==> config.mk <==
export PLATFORM = sky130hd
export DESIGN_NAME = alu_seq_flat
export DESIGN_NICKNAME = d
export VERILOG_FILES = /design/src/rtl/alu_seq_if.sv /design/src/rtl/alu_seq.sv /design/src/flat_wrapper.sv
export SDC_FILE = /design/constraint.sdc
export NUM_CORES = 1
export LEC_CHECK = 0
export BUFFER_PORTS_ARGS = -buffer_cell sky130_fd_sc_hd__buf_2
export CAP_MARGIN = 20
export CORE_MARGIN = 4
export CORE_UTILIZATION = 46
export CTS_CLUSTER_SIZE = 30
export DETAILED_ROUTE_END_ITERATION = 6
export GPL_TIMING_DRIVEN = 0
export HOLD_SLACK_MARGIN = 0.1
export PLACE_DENSITY = 0.76
export SYNTH_ARGS = -nofsm -noshare
export SYNTH_HDL_FRONTEND = slang
export SYNTH_SLANG_ARGS = --single-unit
==> constraint.sdc <==
create_clock -name clk -period 1.6 [get_ports clk]
set_input_delay 0.08 -clock clk [delete_from_list [all_inputs] [get_ports clk]]
set_output_delay 0.08 -clock clk [all_outputs]
set_load 0.1 [all_outputs]
==> src/rtl/alu_seq_if.sv <==
// Command, memory-bus, ALU and register-file signals of the ALU sequencer.
// The slave modport is the sequencer's view; master is the surrounding datapath.
interface alu_seq_if;
   logic       cmd_valid;
   logic       cmd_ready;
   logic [3:0] cmd_func;
   logic       cmd_rmw;
   logic       rd_req;
   logic       rd_ack;
   logic [7:0] rd_data;
   logic       wr_req;
   logic       wr_ack;
   logic [7:0] wr_data;
   logic [8:0] alu_op;
   logic [7:0] DR;
   logic [7:0] DI;
   logic       C;
   logic [7:0] alu_out;
   logic       alu_C;
   logic       alu_Z;
   logic       alu_N;
   logic       alu_V;
   logic       rf_we;
   logic [7:0] rf_wdata;
   logic [3:0] flags;
   logic       done;
   logic       err;

   modport slave (
      input  cmd_valid, cmd_func, cmd_rmw,
      input  rd_ack, rd_data, wr_ack,
      input  alu_out, alu_C, alu_Z, alu_N, alu_V,
      output cmd_ready, rd_req, wr_req, wr_data,
      output alu_op, DR, DI, C,
      output rf_we, rf_wdata, flags, done, err
   );

   modport master (
      output cmd_valid, cmd_func, cmd_rmw,
      output rd_ack, rd_data, wr_ack,
      output alu_out, alu_C, alu_Z, alu_N, alu_V,
      input  cmd_ready, rd_req, wr_req, wr_data,
      input  alu_op, DR, DI, C,
      input  rf_we, rf_wdata, flags, done, err
   );
endinterface

==> src/rtl/alu_seq.sv <==
// ALU command sequencer: operand fetch, single-cycle ALU execute, register or
// memory writeback, flag update. Every output is a registered FSM output.
module alu_seq #(
   parameter int RD_TIMEOUT = 0
) (
   input logic      clk,
   input logic      reset,
   alu_seq_if.slave bus
);

   typedef enum logic [2:0] {
      IDLE,
      READ,
      EXEC,
      WRITE,
      FIN
   } state_t;

   typedef enum logic [3:0] {
      F_ORA = 4'd0,
      F_AND = 4'd1,
      F_EOR = 4'd2,
      F_ADC = 4'd3,
      F_LDA = 4'd4,
      F_CMP = 4'd5,
      F_SBC = 4'd6,
      F_INC = 4'd7,
      F_DEC = 4'd8,
      F_ASL = 4'd9,
      F_ROL = 4'd10,
      F_LSR = 4'd11,
      F_ROR = 4'd12,
      F_PLA = 4'd13,
      F_IL0 = 4'd14,
      F_IL1 = 4'd15
   } func_t;

   localparam bit         TMO_EN   = (RD_TIMEOUT > 0);
   localparam logic [15:0] TMO_LAST = 16'((RD_TIMEOUT > 0) ? RD_TIMEOUT - 1 : 0);

   state_t     state;
   func_t      func_q;
   logic       rmw_q;
   logic       ready_q;
   logic       rd_req_q;
   logic       wr_req_q;
   logic [7:0] wr_data_q;
   logic [8:0] alu_op_q;
   logic [7:0] dr_q;
   logic       rf_we_q;
   logic [7:0] rf_wdata_q;
   logic [3:0] flags_q;
   logic       done_q;
   logic       err_q;
   logic [15:0] tmo_cnt;

   logic       tmo_hit;
   func_t      cmd_f;
   logic       cmd_mem_form;
   logic       cmd_illegal;
   logic       cmd_needs_read;
   logic [3:0] alu_flags;
   logic [3:0] upd_mask;

   // Memory-source variants select DR as the A operand; register variants use A-sel 000.
   function automatic logic [8:0] op_enc(input func_t f, input logic mem);
      logic [2:0] src;
      src = mem ? 3'b001 : 3'b000;
      case (f)
         F_ORA:   return 9'b0_0_100_00_00;
         F_AND:   return 9'b0_0_101_00_00;
         F_EOR:   return 9'b0_0_110_00_00;
         F_ADC:   return 9'b0_0_000_01_10;
         F_SBC:   return 9'b0_0_000_11_10;
         F_CMP:   return 9'b0_0_000_11_01;
         F_LDA:   return 9'b0_0_001_00_00;
         F_INC:   return {2'b00, src, 4'b0001};
         F_DEC:   return {2'b00, src, 4'b1000};
         F_ASL:   return {2'b10, src, 4'b0000};
         F_ROL:   return {2'b10, src, 4'b0011};
         F_LSR:   return {2'b11, src, 4'b0000};
         F_ROR:   return {2'b11, src, 4'b0011};
         F_PLA:   return 9'b0_1_001_00_00;
         default: return '0;
      endcase
   endfunction

   // Which of {N,V,Z,C} a function is allowed to update.
   function automatic logic [3:0] flag_mask(input func_t f);
      case (f)
         F_ADC, F_SBC:                 return 4'b1111;
         F_CMP:                        return 4'b1011;
         F_ASL, F_ROL, F_LSR, F_ROR:   return 4'b1011;
         default:                      return 4'b1010;
      endcase
   endfunction

   assign tmo_hit        = TMO_EN && (tmo_cnt == TMO_LAST);
   assign cmd_f          = func_t'(bus.cmd_func);
   assign cmd_illegal    = (cmd_f == F_IL0) || (cmd_f == F_IL1);
   assign cmd_mem_form   = bus.cmd_rmw && (bus.cmd_func inside {[4'd7:4'd12]});
   assign cmd_needs_read = !(bus.cmd_func inside {[4'd7:4'd12]}) || bus.cmd_rmw;
   assign alu_flags      = {bus.alu_N, bus.alu_V, bus.alu_Z, bus.alu_C};
   assign upd_mask       = flag_mask(func_q);

   always_ff @(posedge clk) begin
      if (!reset) begin
         state      <= IDLE;
         func_q     <= F_ORA;
         rmw_q      <= 1'b0;
         ready_q    <= 1'b1;
         rd_req_q   <= 1'b0;
         wr_req_q   <= 1'b0;
         wr_data_q  <= '0;
         alu_op_q   <= '0;
         dr_q       <= '0;
         rf_we_q    <= 1'b0;
         rf_wdata_q <= '0;
         flags_q    <= '0;
         done_q     <= 1'b0;
         err_q      <= 1'b0;
         tmo_cnt    <= '0;
      end else begin
         done_q  <= 1'b0;
         err_q   <= 1'b0;
         rf_we_q <= 1'b0;
         case (state)
            IDLE: begin
               if (bus.cmd_valid && ready_q) begin
                  func_q  <= cmd_f;
                  rmw_q   <= cmd_mem_form;
                  ready_q <= 1'b0;
                  tmo_cnt <= '0;
                  if (cmd_illegal) begin
                     state  <= FIN;
                     done_q <= 1'b1;
                     err_q  <= 1'b1;
                  end else if (cmd_needs_read) begin
                     state    <= READ;
                     rd_req_q <= 1'b1;
                  end else begin
                     state    <= EXEC;
                     alu_op_q <= op_enc(cmd_f, cmd_mem_form);
                  end
               end
            end

            READ: begin
               if (bus.rd_ack) begin
                  dr_q     <= bus.rd_data;
                  rd_req_q <= 1'b0;
                  alu_op_q <= op_enc(func_q, rmw_q);
                  state    <= EXEC;
               end else if (tmo_hit) begin
                  rd_req_q <= 1'b0;
                  state    <= FIN;
                  done_q   <= 1'b1;
                  err_q    <= 1'b1;
               end else begin
                  tmo_cnt <= tmo_cnt + 16'd1;
               end
            end

            EXEC: begin
               alu_op_q <= '0;
               flags_q  <= (flags_q & ~upd_mask) | (alu_flags & upd_mask);
               if (rmw_q) begin
                  wr_data_q <= bus.alu_out;
                  wr_req_q  <= 1'b1;
                  tmo_cnt   <= '0;
                  state     <= WRITE;
               end else begin
                  // CMP only produces flags; everything else writes the register file.
                  if (func_q != F_CMP) begin
                     rf_wdata_q <= bus.alu_out;
                     rf_we_q    <= 1'b1;
                  end
                  done_q <= 1'b1;
                  state  <= FIN;
               end
            end

            WRITE: begin
               if (bus.wr_ack) begin
                  wr_req_q <= 1'b0;
                  done_q   <= 1'b1;
                  state    <= FIN;
               end else if (tmo_hit) begin
                  wr_req_q <= 1'b0;
                  done_q   <= 1'b1;
                  err_q    <= 1'b1;
                  state    <= FIN;
               end else begin
                  tmo_cnt <= tmo_cnt + 16'd1;
               end
            end

            FIN: begin
               ready_q <= 1'b1;
               state   <= IDLE;
            end

            default: begin
               rd_req_q <= 1'b0;
               wr_req_q <= 1'b0;
               alu_op_q <= '0;
               ready_q  <= 1'b1;
               state    <= IDLE;
            end
         endcase
      end
   end

   assign bus.cmd_ready = ready_q;
   assign bus.rd_req    = rd_req_q;
   assign bus.wr_req    = wr_req_q;
   assign bus.wr_data   = wr_data_q;
   assign bus.alu_op    = alu_op_q;
   assign bus.DR        = dr_q;
   assign bus.DI        = dr_q;
   assign bus.C         = flags_q[0];
   assign bus.rf_we     = rf_we_q;
   assign bus.rf_wdata  = rf_wdata_q;
   assign bus.flags     = flags_q;
   assign bus.done      = done_q;
   assign bus.err       = err_q;

endmodule

==> src/flat_wrapper.sv <==
// flat-port wrapper written by rule: the top's interface ports become plain ports
module alu_seq_flat 
#(
   parameter int RD_TIMEOUT = 0
)
  (clk, reset, bus_cmd_valid, bus_cmd_func, bus_cmd_rmw, bus_rd_ack, bus_rd_data, bus_wr_ack, bus_alu_out, bus_alu_C, bus_alu_Z, bus_alu_N, bus_alu_V, bus_cmd_ready, bus_rd_req, bus_wr_req, bus_wr_data, bus_alu_op, bus_DR, bus_DI, bus_C, bus_rf_we, bus_rf_wdata, bus_flags, bus_done, bus_err);
  alu_seq_if bus_i ();
  input logic clk;
  input logic reset;
  input wire logic [$bits(bus_i.cmd_valid)-1:0] bus_cmd_valid;
  input wire logic [$bits(bus_i.cmd_func)-1:0] bus_cmd_func;
  input wire logic [$bits(bus_i.cmd_rmw)-1:0] bus_cmd_rmw;
  input wire logic [$bits(bus_i.rd_ack)-1:0] bus_rd_ack;
  input wire logic [$bits(bus_i.rd_data)-1:0] bus_rd_data;
  input wire logic [$bits(bus_i.wr_ack)-1:0] bus_wr_ack;
  input wire logic [$bits(bus_i.alu_out)-1:0] bus_alu_out;
  input wire logic [$bits(bus_i.alu_C)-1:0] bus_alu_C;
  input wire logic [$bits(bus_i.alu_Z)-1:0] bus_alu_Z;
  input wire logic [$bits(bus_i.alu_N)-1:0] bus_alu_N;
  input wire logic [$bits(bus_i.alu_V)-1:0] bus_alu_V;
  output wire logic [$bits(bus_i.cmd_ready)-1:0] bus_cmd_ready;
  output wire logic [$bits(bus_i.rd_req)-1:0] bus_rd_req;
  output wire logic [$bits(bus_i.wr_req)-1:0] bus_wr_req;
  output wire logic [$bits(bus_i.wr_data)-1:0] bus_wr_data;
  output wire logic [$bits(bus_i.alu_op)-1:0] bus_alu_op;
  output wire logic [$bits(bus_i.DR)-1:0] bus_DR;
  output wire logic [$bits(bus_i.DI)-1:0] bus_DI;
  output wire logic [$bits(bus_i.C)-1:0] bus_C;
  output wire logic [$bits(bus_i.rf_we)-1:0] bus_rf_we;
  output wire logic [$bits(bus_i.rf_wdata)-1:0] bus_rf_wdata;
  output wire logic [$bits(bus_i.flags)-1:0] bus_flags;
  output wire logic [$bits(bus_i.done)-1:0] bus_done;
  output wire logic [$bits(bus_i.err)-1:0] bus_err;
  assign bus_i.cmd_valid = bus_cmd_valid;
  assign bus_i.cmd_func = bus_cmd_func;
  assign bus_i.cmd_rmw = bus_cmd_rmw;
  assign bus_i.rd_ack = bus_rd_ack;
  assign bus_i.rd_data = bus_rd_data;
  assign bus_i.wr_ack = bus_wr_ack;
  assign bus_i.alu_out = bus_alu_out;
  assign bus_i.alu_C = bus_alu_C;
  assign bus_i.alu_Z = bus_alu_Z;
  assign bus_i.alu_N = bus_alu_N;
  assign bus_i.alu_V = bus_alu_V;
  assign bus_cmd_ready = bus_i.cmd_ready;
  assign bus_rd_req = bus_i.rd_req;
  assign bus_wr_req = bus_i.wr_req;
  assign bus_wr_data = bus_i.wr_data;
  assign bus_alu_op = bus_i.alu_op;
  assign bus_DR = bus_i.DR;
  assign bus_DI = bus_i.DI;
  assign bus_C = bus_i.C;
  assign bus_rf_we = bus_i.rf_we;
  assign bus_rf_wdata = bus_i.rf_wdata;
  assign bus_flags = bus_i.flags;
  assign bus_done = bus_i.done;
  assign bus_err = bus_i.err;
  alu_seq #(.RD_TIMEOUT(RD_TIMEOUT)) u_core (.clk(clk), .reset(reset), .bus(bus_i));
endmodule
Yosys cells after proc, flatten, opt, wreduce, memory -nomap -nowiden --
Cells that the tools add are included.
Storage, ports and cells: word-level logic and storage cells 126, bits in registers 51, input bits 30, output and inout bits 52
Operators by class: bitwise logic cells 11, equality and inequality tests 40, reductions and logical operators 26, muxes and demuxes 33, magnitude comparators 2
Operator list (count):
- 9-bit case mux with 14 select lines | 2
- 4-bit equality test (second input constant) | 14
- 9-bit 2-to-1 mux | 4
- 4-bit by 3-bit equality test with 1-bit output (second input constant) | 8
- 9-bit case mux with 3 select lines | 1
- 4-bit by 2-bit equality test with 1-bit output (second input constant) | 4
- 3-bit 2-to-1 mux | 5
- 1-bit 2-to-1 mux | 14
- 3-bit case mux with 4 select lines | 1
- 3-bit OR reduction | 4
- 2-bit AND reduction | 5
- 5-bit AND reduction | 2
- 1-bit case mux with 3 select lines | 3
- 3-bit AND reduction | 3
- 4-bit bitwise AND | 2
- 4-bit by 1-bit equality test with 1-bit output (second input constant) | 2
- 4-bit logical NOT | 2
- 2-bit != test (second input constant) | 4
- 1-bit NOT | 7
- 3-bit by 2-bit equality test with 1-bit output (second input constant) | 2
- 2-bit by 1-bit != test with 1-bit output (second input constant) | 3
- 3-bit case mux with 2 select lines | 1
- 5-bit OR reduction | 1
- 4-bit by 3-bit greater-or-equal comparator with 1-bit output (second input constant) | 1
- 13 further kinds | 17

Longest topological paths before layout --
Gate-level depths: netlist of the first run.
depth in word-level cells 9, gate-level depth with buffers 7, depth with buffers taken out 5

Worst setup path after synthesis of the first run --
Ideal clock, no wire load.
path kind reg-to-reg, start point reg u_core.ready_q (netlist: u_core.bus.cmd_ready), end point reg u_core.alu_op_q[7] (netlist: u_core.bus.alu_op[7]), library setup time 70 ps, period minus slack after synthesis 2255 ps, buffers on the path 0, cell stages (with the launch flop) 6, arrival time 2185 ps, data required time 1530 ps, slack -655 ps, path through dfxtp_1 nand3b_4 a32o_1 a211o_1 or4_1 a21boi_1
On the way: longest elaborated chain between the ends 3
RTL lines:
- from (decl) | RTL line alu_seq.sv:44 | logic ready_q;
- from (signal assigned) | RTL line alu_seq.sv:111 | ready_q <= 1'b1;
- from (signal assigned) | RTL line alu_seq.sv:132 | ready_q <= 1'b0;
- from (signal assigned) | RTL line alu_seq.sv:199 | ready_q <= 1'b1;
- 1-bit logical AND | RTL line alu_seq.sv:129 | if (bus.cmd_valid && ready_q) begin
- 2-bit by 1-bit != test with 1-bit output (no source line)
- 5-bit AND reduction (no source line)
- to (signal assigned) | RTL line alu_seq.sv:143 | alu_op_q <= op_enc(cmd_f, cmd_mem_form);
- to (signal assigned) | RTL line alu_seq.sv:152 | alu_op_q <= op_enc(func_q, rmw_q);
- to (decl) | RTL line alu_seq.sv:48 | logic [8:0] alu_op_q;
No other way between the ends. A chain may end at the register's enable or synchronous reset.

Worst setup path after layout of the first run --
start point reg u_core.state[0], end point reg u_core.alu_op_q[7] (netlist: u_core.bus.alu_op[7])
On the way: longest elaborated chain between the ends 4, elaborated cells on any way between the ends 12, those cells by class eq/ne: 7; mux: 1; bitwise: 1; reduce/logical: 3
RTL lines:
- from (decl) | RTL line alu_seq.sv:41 | state_t state;
- from (signal assigned) | RTL line alu_seq.sv:108 | state <= IDLE;
- from (signal assigned) | RTL line alu_seq.sv:135 | state <= FIN;
- from (signal assigned) | RTL line alu_seq.sv:139 | state <= READ;
- 3-bit equality test / 3-bit by 2-bit equality test with 1-bit output (equally long branches)
- 2-bit OR reduction (no source line)
- 1-bit NOT (no source line)
- 5-bit AND reduction (no source line)
Several ways; a longest one is shown, not always the timed one.

==> results of run 1 <==
## state kept, by name (all words and copies together), names as in the netlist, named ones only
signal / cells
u_core.bus.DI: 8
u_core.bus.alu_op: 9
u_core.bus.cmd_ready: 1
u_core.bus.done: 1
u_core.bus.err: 1
u_core.bus.flags: 2
u_core.bus.rd_req: 1
u_core.bus.rf_wdata: 8
u_core.bus.rf_we: 1
u_core.bus.wr_data: 8
u_core.bus.wr_req: 1
u_core.func_q: 4
u_core.rmw_q: 1
u_core.state: 3
## metal layers
metal,track usage,up-vias,wire length (um)
met4,0.0673,0,199
li1,-,1374,-
met5,0,-,0
met3,0.0721,18,683
met1,0.290,1310,3550
met2,0.378,124,3960
## worst min-delay path: cells and delay by family
| family | cells | cell delay [ns] |
|---|---|---|
| AND/OR/NAND/NOR | 2 | 0.10 |
| buffers and inverters | 1 | 0.11 |
| AO/OA/AOI/OAI | 1 | 0.12 |
## kinds of logic (layout without fill, tap and decap cells)
group,count (synthesis),in the layout,share of synthesized area
compound gates,81,81,0.203
xor+xnor,7,7,0.0234
buf+inv,43,162,0.0801
flops,51,51,0.389
mux,15,15,0.0582
simple gates,129,129,0.247
## synthesized netlist by cell type (5+ instances only)
cell type / n
or3_1: 5
mux2i_1: 13
a21oi_1: 23
nand2_1: 56
nor3_1: 6
a22oi_1: 7
buf_2: 9
nand3_1: 6
dfxtp_1: 51
clkbuf_1: 15
o21ai_0: 11
nor2_1: 23
buf_4: 10
a21boi_0: 14
nor2b_1: 6
xnor2_1: 5
## worst max-delay path by stage
stage | slack (ns) | endpoint | depth (start not counted) | startpoint
global placement | -0.50 | u_core.bus.alu_op[5] | 6 | u_core.state[1]
global route | -0.23 | u_core.bus.alu_op[7] | 6 | u_core.state[0]
CTS | -0.14 | u_core.bus.alu_op[7] | 6 | u_core.state[0]
floorplan | -0.12 | u_core.bus.alu_op[7] | 5 | u_core.bus.cmd_ready
finish | -0.17 | u_core.bus.alu_op[7] | 5 | u_core.state[0]
detailed placement | -0.56 | u_core.bus.alu_op[4] | 6 | u_core.state[1]
## layout make-up
class | count | area, um^2 | area share
multi-input cells | 232 | 1610 | 0.422
well taps | 72 | 90.1 | 0.0237
clock inverters | 1 | 8.76 | 0.00230
plain buffers | 31 | 204 | 0.0536
clock buffers | 7 | 86.3 | 0.0227
inverters | 5 | 18.8 | 0.00493
repair buffers | 118 | 757 | 0.199
flip-flops and latches | 51 | 1040 | 0.272
## stage by stage
step           cells  utilization  power [mW]
2_1_floorplan    326            -        2.85
3_3_place_gp     478        0.566        3.16
3_5_place_dp     478        0.566        3.18
4_1_cts          509        0.650        4.16
5_1_grt          517        0.691        4.56
6_report         517        0.691        4.39
## power by group through the flow
stage	clock network (mW)	logic (mW)	registers, mW
floorplan	0	0.848	2.00
global placement	0	1.70	1.46
detailed placement	0	1.72	1.47
CTS	0.801	1.89	1.47
global route	0.848	2.20	1.51
finish	0.804	2.08	1.50
## timing repair
action | in CTS | in global routing
hold endpoints to repair | 29 | 0
buffers inserted | 4 | 11
endpoints found under the setup margin | 42 | 37
cloned | 2 | 0
pin swaps | 5 | 12
hold buffers | 21 | 0
resized for setup | 40 | 41
==> run_results.csv, run 1 <==
group,metric,value,unit
worst_hold_path,hold_path_end,"u_core.state[1]",
sta,rsz0062_at_grt,"true",
grt,grt_pass1_vias,2752,
drt,drtPass1Iterations,4,
worst_hold_path,hold_depth,4,
floorplanning,die_y,83.5,um
critical_path,worstPathCellList,"nand3b_4 -> a32o_1 -> a211o_1 -> or4_4 -> a21boi_1",
cts,h-tree-depth,2,
final_layout,drive_above_1_share,0.382,
placed_design,dpl-instance-area,3120,um^2
drt,vias,2826,
cts,cts_buffers,5,
drt,drc,0,
drt,vias_per_cell,5.47,
critical_path,arrival,2.02,ns
drt,drt-total-wl,8390,um
critical_path,rrSetupSlack,-0.17,ns
synth,synth_fp_nets,356,
outcome,outcome,"finished with violations",
floorplanning,die-area,6980,um^2
synth,synth.area.top_cells,"dfxtp_1 (39%), nand2_1 (8.0%), mux2i_1 (5.0%)",
synth,synth_warnings,0,
cts,clk_pin_slew_worst_paths,0.09,ns
grt,gr-total-overflow,0,
final_layout,nets,474,
final_layout,final_cell_area,3810,um^2
critical_path,slowest_delay,0.43,ns
grt,grt_max_degree,16,
power_and_ir_drop,power_leakage,1.63,nW
critical_path,critPathBufInv,0,
synth,syn_area_per_cell,8.05,um^2
cts,clk_latency,0.31,ns
power_and_ir_drop,pwr-share-seq,0.341,
sta,setup_tns,-0.868,ns
sta,hold_slack,0.140,ns
power_and_ir_drop,clockPowerShare,0.183,
synth,ys_types,49,
drt,drt_iter0_drc,263,
critical_path,crit_family,"compound AO/OA/AOI/OAI gates",
sta,max_clock_freq,565,MHz
worst_hold_path,hp-start,"bus_wr_ack",
critical_path,reg2regPathDepth,5,
final_layout,area_growth,45.1,%
synth,ys_seq_area_frac,0.389,
power_and_ir_drop,internal-power,2.43,mW
cts,numClockSinks,51,
sta,clock_skew,0.00575,ns
critical_path,r2r-start,"u_core.state[0]",
power_and_ir_drop,irDropWorstVdd,0.000655,V
sta,period_share,1.11,
power_and_ir_drop,combPwrFrac,0.475,
job,maxCapViolCount,0,
cts,cts_tree,"done",
worst_hold_path,hold_path_class,"input port to flip-flop",
sta,final-max-slew-violation-count,0,
drt,avgRoutedWirePerCell,16.2,um
sta,final_hold_viol_count,0,
synth,syn_area,2620,um^2
power_and_ir_drop,p_sw,1.96,mW
synth,synthFlopType,"dfxtp_1",
placed_design,place_ws,-0.558,ns
cts,clockBufferDepth,2,
synth,synth_cells,326,
critical_path,worstPathMaxFanout,5,
sta,setup_ws,-0.171,ns
final_layout,antenna_cells,0,
placed_design,portBuffers,80,
final_layout,layout_commonest_cell,"buf_2",
floorplanning,num_io_pins,82,
synth,synth_top_cell_by_area,"dfxtp_1",
synth,synth_top_area_frac,0.389,
sta,setup-violations-final,15,
sta,relSlewSlack,0.628,
sta,tightestPinTransition,0.559,ns
critical_path,crit_path_end_kind,"flip-flop",
synth,synth_async_sr_flop_share,0,
drt,antenna_left,0,
power_and_ir_drop,p_per_area,1150,nW/um^2
sta,fin_crit,1.77,ns
final_layout,fillers,422,
grt,antenna_found_initial,0,
synth,synth-seq-cells,51,
outcome,violations,"setup timing",
synth,synth-edff-count,0,
floorplanning,row_count,27,
grt,grt_util_all_layers,0.230,
floorplanning,coreArea,5510,um^2
floorplanning,start_util,0.476,
critical_path,startpoint_type,"flip-flop",
critical_path,crit_slowest_cell,"or4_4",
cts,root_buffer,"clkbuf_8",
final_layout,final_cell_mix,"buf_2 (86), nand2_1 (54), dfxtp_1 (45)",
critical_path,cp_data_required_time,1.85,ns
placed_design,routabilityCongestion,0.889,
grt,grt_pass1_wl,13300,um
placed_design,hpwl,5370,um
floorplanning,die_x,83.5,um
critical_path,reg2reg_to,"u_core.bus.alu_op[7]",
critical_path,worstSetupPathType,"flip-flop to flip-flop",
power_and_ir_drop,switching_share,0.447,
Note: power is estimated with default switching activity, not from simulation.
==> run 2, diff against run 1 <==
--- a/config.mk
+++ b/config.mk
@@ -5,7 +5,7 @@
 export SDC_FILE = /design/constraint.sdc
 export NUM_CORES = 1
 export LEC_CHECK = 0
-export BUFFER_PORTS_ARGS = -buffer_cell sky130_fd_sc_hd__buf_2
+export BUFFER_PORTS_ARGS = -buffer_cell sky130_fd_sc_hd__buf_4
 export CAP_MARGIN = 20
 export CORE_MARGIN = 4
 export CORE_UTILIZATION = 46
==> run 2 against run 1 <==
Net effect:
- the flow still finishes with violations (setup timing)
- non-clock buffer count rose by 2
- wire length is 1.3% higher
- sequential power barely moved
- worst hold slack worse by 0.041 ns
- highest routed layer unchanged
- clock skew grew 0.0067 ns
- power up 8.3%
- critical path depth is the same
- largest power group unchanged
- via count rose by 1.8%
- sequential share of layout area is 1.6 points lower
- combinational power is 6% higher
==> run_results.csv, run 2 (synthesized netlist as in run 1, its figures left out) <==
group,metric,value,unit
final_layout,stdcell_count,519,
floorplanning,die-area,6980,um^2
sta,setup_tns,-1.10,ns
final_layout,area_growth,54.5,%
sta,final_hold_viol_count,0,
sta,setup-violations-final,18,
sta,final-max-slew-violation-count,0,
grt,grt_pass1_vias,2774,
sta,max_clock_freq,573,MHz
power_and_ir_drop,power.total,4.75,mW
placed_design,hpwl,5490,um
critical_path,cp_data_required_time,1.85,ns
final_layout,nets,476,
floorplanning,start_util,0.476,
placed_design,place_inst,478,
sta,setup_ws,-0.146,ns
critical_path,crit_path_end_kind,"flip-flop",
cts,cts_tree,"done",
critical_path,startpoint_type,"flip-flop",
worst_hold_path,hold_path_class,"input port to flip-flop",
cts,clockBufferDepth,2,
drt,antenna_left,0,
floorplanning,coreArea,5510,um^2
final_layout,antenna_cells,0,
grt,grt_util_all_layers,0.234,
critical_path,worstPathMaxFanout,8,
placed_design,routabilityCongestion,0.920,
cts,root_buffer,"clkbuf_8",
sta,clock_skew,0.0125,ns
final_layout,final_cell_mix,"buf_4 (105), nand2_1 (53), dfxtp_1 (44)",
floorplanning,num_io_pins,82,
cts,h-tree-depth,2,
sta,relSlewSlack,0.592,
critical_path,worstSetupPathType,"flip-flop to flip-flop",
sta,fin_crit,1.75,ns
final_layout,layout_commonest_cell,"buf_4",
outcome,outcome,"finished with violations",
sta,rsz0062_at_grt,"true",
grt,gr-total-overflow,0,
sta,period_share,1.09,
critical_path,arrival,1.99,ns
power_and_ir_drop,irDropWorstVdd,0.000733,V
outcome,violations,"setup timing",
sta,hold_slack,0.0986,ns
drt,vias_per_cell,5.54,
cts,cts_buffers,5,
drt,avgRoutedWirePerCell,16.4,um
cts,clk_latency,0.32,ns
floorplanning,row_count,27,
cts,numClockSinks,51,
grt,grt_max_degree,18,
drt,vias,2877,
drt,drt-total-wl,8500,um
power_and_ir_drop,p_per_area,1170,nW/um^2
final_layout,final_util,0.736,
sta,tightestPinTransition,0.611,ns
drt,drc,0,
floorplanning,die_x,83.5,um
final_layout,largest_reg_flops,9,
cts,clk_pin_slew_worst_paths,0.10,ns
power_and_ir_drop,power_leakage,1.67,nW
job,maxCapViolCount,0,
drt,drtPass1Iterations,5,
floorplanning,die_y,83.5,um
grt,grt_pass1_wl,13500,um
grt,antenna_found_initial,0,
final_layout,drive_above_1_share,0.389,
drt,drt_iter0_drc,268,
placed_design,portBuffers,80,
run 2: changes by cell type in the layout (fill, tap and decap cells not counted), moves of 2 or more:
cell / change
buf_2: -80
buf_4: +83
buf_6: -2
clkbuf_4: +2
nand2_2: +2
run 2: report_power, final:
part	switching, mW	internal, mW	leakage, nW
clock	0.464	0.572	0.0685
sequential	0.115	1.39	0.416
combinational	1.42	0.794	1.19
total	2.00	2.75	1.67
run 2: path summary, 6_finish.rpt:
check | startpoint | end | slack, ns | depth (start not counted)
worst max register to register | u_core.state[0] | u_core.bus.alu_op[7] | -0.15 | 5
worst max-delay path | u_core.state[0] | u_core.bus.alu_op[7] | -0.15 | 5
worst min-delay path | bus_wr_ack | u_core.state[1] | 0.1 | 4
worst min register to register | u_core.bus.wr_data[5] | u_core.bus.wr_data[5] | 0.46 | 2
run 2: final cells by class:
cell class | count | area, um^2
clock inverter | 2 | 41.3
timing repair buffer | 120 | 962
fill | 388 | 1450
multi-input combinational | 232 | 1600
sequential | 51 | 1040
buffer | 31 | 209
inverter | 5 | 18.8
tap | 72 | 90.1
clock buffer | 6 | 93.8
run 2: repair_timing:
| action | in CTS | in global routing |
|---|---|---|
| endpoints found under the setup margin | 43 | 34 |
| cloned | 2 | 1 |
| gates resized for setup | 44 | 36 |
| endpoints found under the hold margin | 31 | 0 |
| hold buffers | 21 | 0 |
| pin swaps | 6 | 8 |
| setup buffers | 8 | 8 |
run 2: routing by layer:
layer,vias to the layer above,GRT usage,share of wire
li1,1379,-,-
met1,1346,0.304,0.41
met2,135,0.375,0.47
met3,17,0.0661,0.093
met4,0,0.0789,0.020
met5,-,0,0
run 2: through the flow:
stage / cell area [um^2] / setup WS, ns
6_report: 4050 / -0.146
5_1_grt: 4050 / -0.204
4_1_cts: 3870 / -0.105
3_5_place_dp: 3320 / -0.457
3_3_place_gp: 3320 / -0.478
2_1_floorplan: 2630 / -0.124
run 2: critical path, cell delays in order, from the launching register on:
cell and delay, ns:
dfxtp_4 0.39, nand3b_4 0.18, a32o_1 0.24, a211o_1 0.27, or4_1 0.44, a21boi_1 0.14
==> run 3, diff against run 2 <==
--- a/config.mk
+++ b/config.mk
@@ -8,12 +8,13 @@
 export BUFFER_PORTS_ARGS = -buffer_cell sky130_fd_sc_hd__buf_4
 export CAP_MARGIN = 20
 export CORE_MARGIN = 4
-export CORE_UTILIZATION = 46
+export CORE_UTILIZATION = 48
+export CTS_BUF_LIST = sky130_fd_sc_hd__clkbuf_4 sky130_fd_sc_hd__clkbuf_8
 export CTS_CLUSTER_SIZE = 30
 export DETAILED_ROUTE_END_ITERATION = 6
 export GPL_TIMING_DRIVEN = 0
 export HOLD_SLACK_MARGIN = 0.1
-export PLACE_DENSITY = 0.76
+export PLACE_DENSITY = 0.79
 export SYNTH_ARGS = -nofsm -noshare
 export SYNTH_HDL_FRONTEND = slang
 export SYNTH_SLANG_ARGS = --single-unit
==> run 3 against run 2 <==
Net effect:
- combinational power down 6%
- the run still ends with setup timing left
- core utilization up 2.1 points
- sequential power about the same
- clock-buffer cell count down 1
- register-to-register slack worse by 0.02 ns
- setup slack worse by 0.016 ns
- via count down 1.9%
- clock power up 4%
- wire length down 4.1%
- non-clock buffer count down 6
- clock skew down 0.0012 ns
==> run_results.csv, run 3 (synthesized netlist as in run 1, its figures left out) <==
group,metric,value,unit
cts,clockBufferDepth,2,
placed_design,portBuffers,80,
critical_path,r2r-start,"u_core.state[0]",
floorplanning,num_io_pins,82,
floorplanning,die-area,6710,um^2
critical_path,worstSetupPathType,"flip-flop to flip-flop",
sta,period_share,1.10,
power_and_ir_drop,power_leakage,1.63,nW
drt,vias,2822,
cts,clk_latency,0.31,ns
sta,setup_ws,-0.161,ns
sta,final_hold_viol_count,0,
final_layout,nets,470,
final_layout,stdcell_count,511,
critical_path,arrival,2.00,ns
worst_hold_path,hold_path_end,"u_core.state[1]",
worst_hold_path,hold_path_class,"input port to flip-flop",
grt,grt_util_all_layers,0.241,
cts,cts_buffers,5,
placed_design,routabilityCongestion,0.957,
sta,rsz0062_at_grt,"true",
floorplanning,start_util,0.504,
power_and_ir_drop,p_per_area,1180,nW/um^2
outcome,violations,"setup timing",
job,maxCapViolCount,0,
final_layout,final_cell_mix,"buf_4 (98), nand2_1 (55), dfxtp_1 (45)",
critical_path,worstPathMaxFanout,7,
final_layout,layout_commonest_cell,"buf_4",
grt,gr-total-overflow,0,
grt,grt_pass1_vias,2640,
sta,hold_slack,0.126,ns
critical_path,rrSetupSlack,-0.16,ns
placed_design,place_inst,476,
placed_design,place_ws,-0.534,ns
critical_path,reg2reg_to,"u_core.bus.alu_op[1]",
grt,grt_pass1_wl,12700,um
sta,clock_skew,0.0113,ns
final_layout,drive_above_1_share,0.358,
floorplanning,die_x,81.9,um
cts,h-tree-depth,2,
drt,drt-total-wl,8160,um
sta,max_clock_freq,568,MHz
cts,numClockSinks,51,
floorplanning,row_count,26,
outcome,outcome,"finished with violations",
final_layout,area_growth,50.2,%
sta,tightestPinTransition,0.573,ns
sta,setup-violations-final,21,
power_and_ir_drop,irDropWorstVdd,0.000908,V
floorplanning,coreArea,5200,um^2
sta,fin_crit,1.76,ns
final_layout,fillers,372,
drt,drtPass1Iterations,6,
critical_path,cp_data_required_time,1.84,ns
grt,grt_max_degree,18,
grt,antenna_found_initial,0,
drt,drc,0,
sta,final-max-slew-violation-count,0,
sta,relSlewSlack,0.618,
critical_path,startpoint_type,"flip-flop",
final_layout,antenna_cells,0,
drt,avgRoutedWirePerCell,16.0,um
floorplanning,die_y,81.9,um
worst_hold_path,hp-start,"bus_wr_ack",
drt,antenna_left,0,
worst_hold_path,hold_depth,4,
cts,root_buffer,"clkbuf_8",
drt,drt_iter0_drc,217,
final_layout,largest_reg_flops,9,
critical_path,reg2regPathDepth,7,
cts,cts_tree,"done",
placed_design,hpwl,5510,um
cts,clk_pin_slew_worst_paths,0.10,ns
drt,vias_per_cell,5.52,
power_and_ir_drop,power.total,4.65,mW
critical_path,crit_path_end_kind,"flip-flop",
[run 3: cell type report]
type / instances / area, um^2 / share of cell area
Timing Repair Buffer: 112 / 912 / 0.231
Multi-Input combinational cell: 232 / 1540 / 0.390
Clock inverter: 3 / 71.3 / 0.0181
Clock buffer: 5 / 68.8 / 0.0175
Inverter: 5 / 18.8 / 0.00476
Buffer: 33 / 210 / 0.0533
Sequential cell: 51 / 1030 / 0.262
Tap cell: 70 / 87.6 / 0.0222
[run 3: per-layer routing]
layer / up-vias / GRT usage / share of wire
met5: - / 0 / 0
met4: 0 / 0.0598 / 0.010
met3: 13 / 0.0724 / 0.094
met2: 136 / 0.420 / 0.48
met1: 1308 / 0.288 / 0.41
li1: 1365 / - / -
[run 3: stage by stage]
stage	util	instance area [um^2]	TNS (ns)
after floorplan	-	2630	-0.385
after global placement	0.637	3320	-10.71
after detailed placement	0.637	3320	-11.64
after CTS	0.741	3860	-1.06
after global routing	0.757	3940	-3.71
final	0.757	3940	-1.84
[run 3: timing repair]
item	in CTS	in global routing
pin swaps	6	7
hold endpoints to repair	31	0
buffers inserted	5	3
resized for setup	44	12
gates cloned	1	2
hold buffers	21	0
endpoints found under the setup margin	49	36
[run 3: how the worst max path moves through the flow]
stage	start	to	slack (ns)	cells past startpoint
4_1_cts	u_core.state[0]	u_core.bus.alu_op[7]	-0.16	6
6_report	u_core.state[0]	u_core.bus.alu_op[1]	-0.16	7
3_3_place_gp	u_core.state[1]	u_core.bus.alu_op[5]	-0.51	6
5_1_grt	u_core.state[0]	u_core.bus.alu_op[1]	-0.22	7
2_1_floorplan	u_core.bus.cmd_ready	u_core.bus.alu_op[7]	-0.12	5
3_5_place_dp	u_core.state[1]	u_core.bus.alu_op[5]	-0.53	6
[run 3: report_power, final]
part | switching [mW] | leakage [nW] | internal, mW
clock | 0.442 | 0.0703 | 0.635
sequential | 0.110 | 0.416 | 1.39
combinational | 1.37 | 1.15 | 0.709
[run 3: critical path, stage by stage, from the launching register on]
cell      delay, ns
dfxtp_4        0.39
nand3b_4       0.17
a32o_1         0.27
a211o_1        0.30
buf_6          0.14
buf_8          0.13
a21o_1         0.16
a21oi_2        0.13
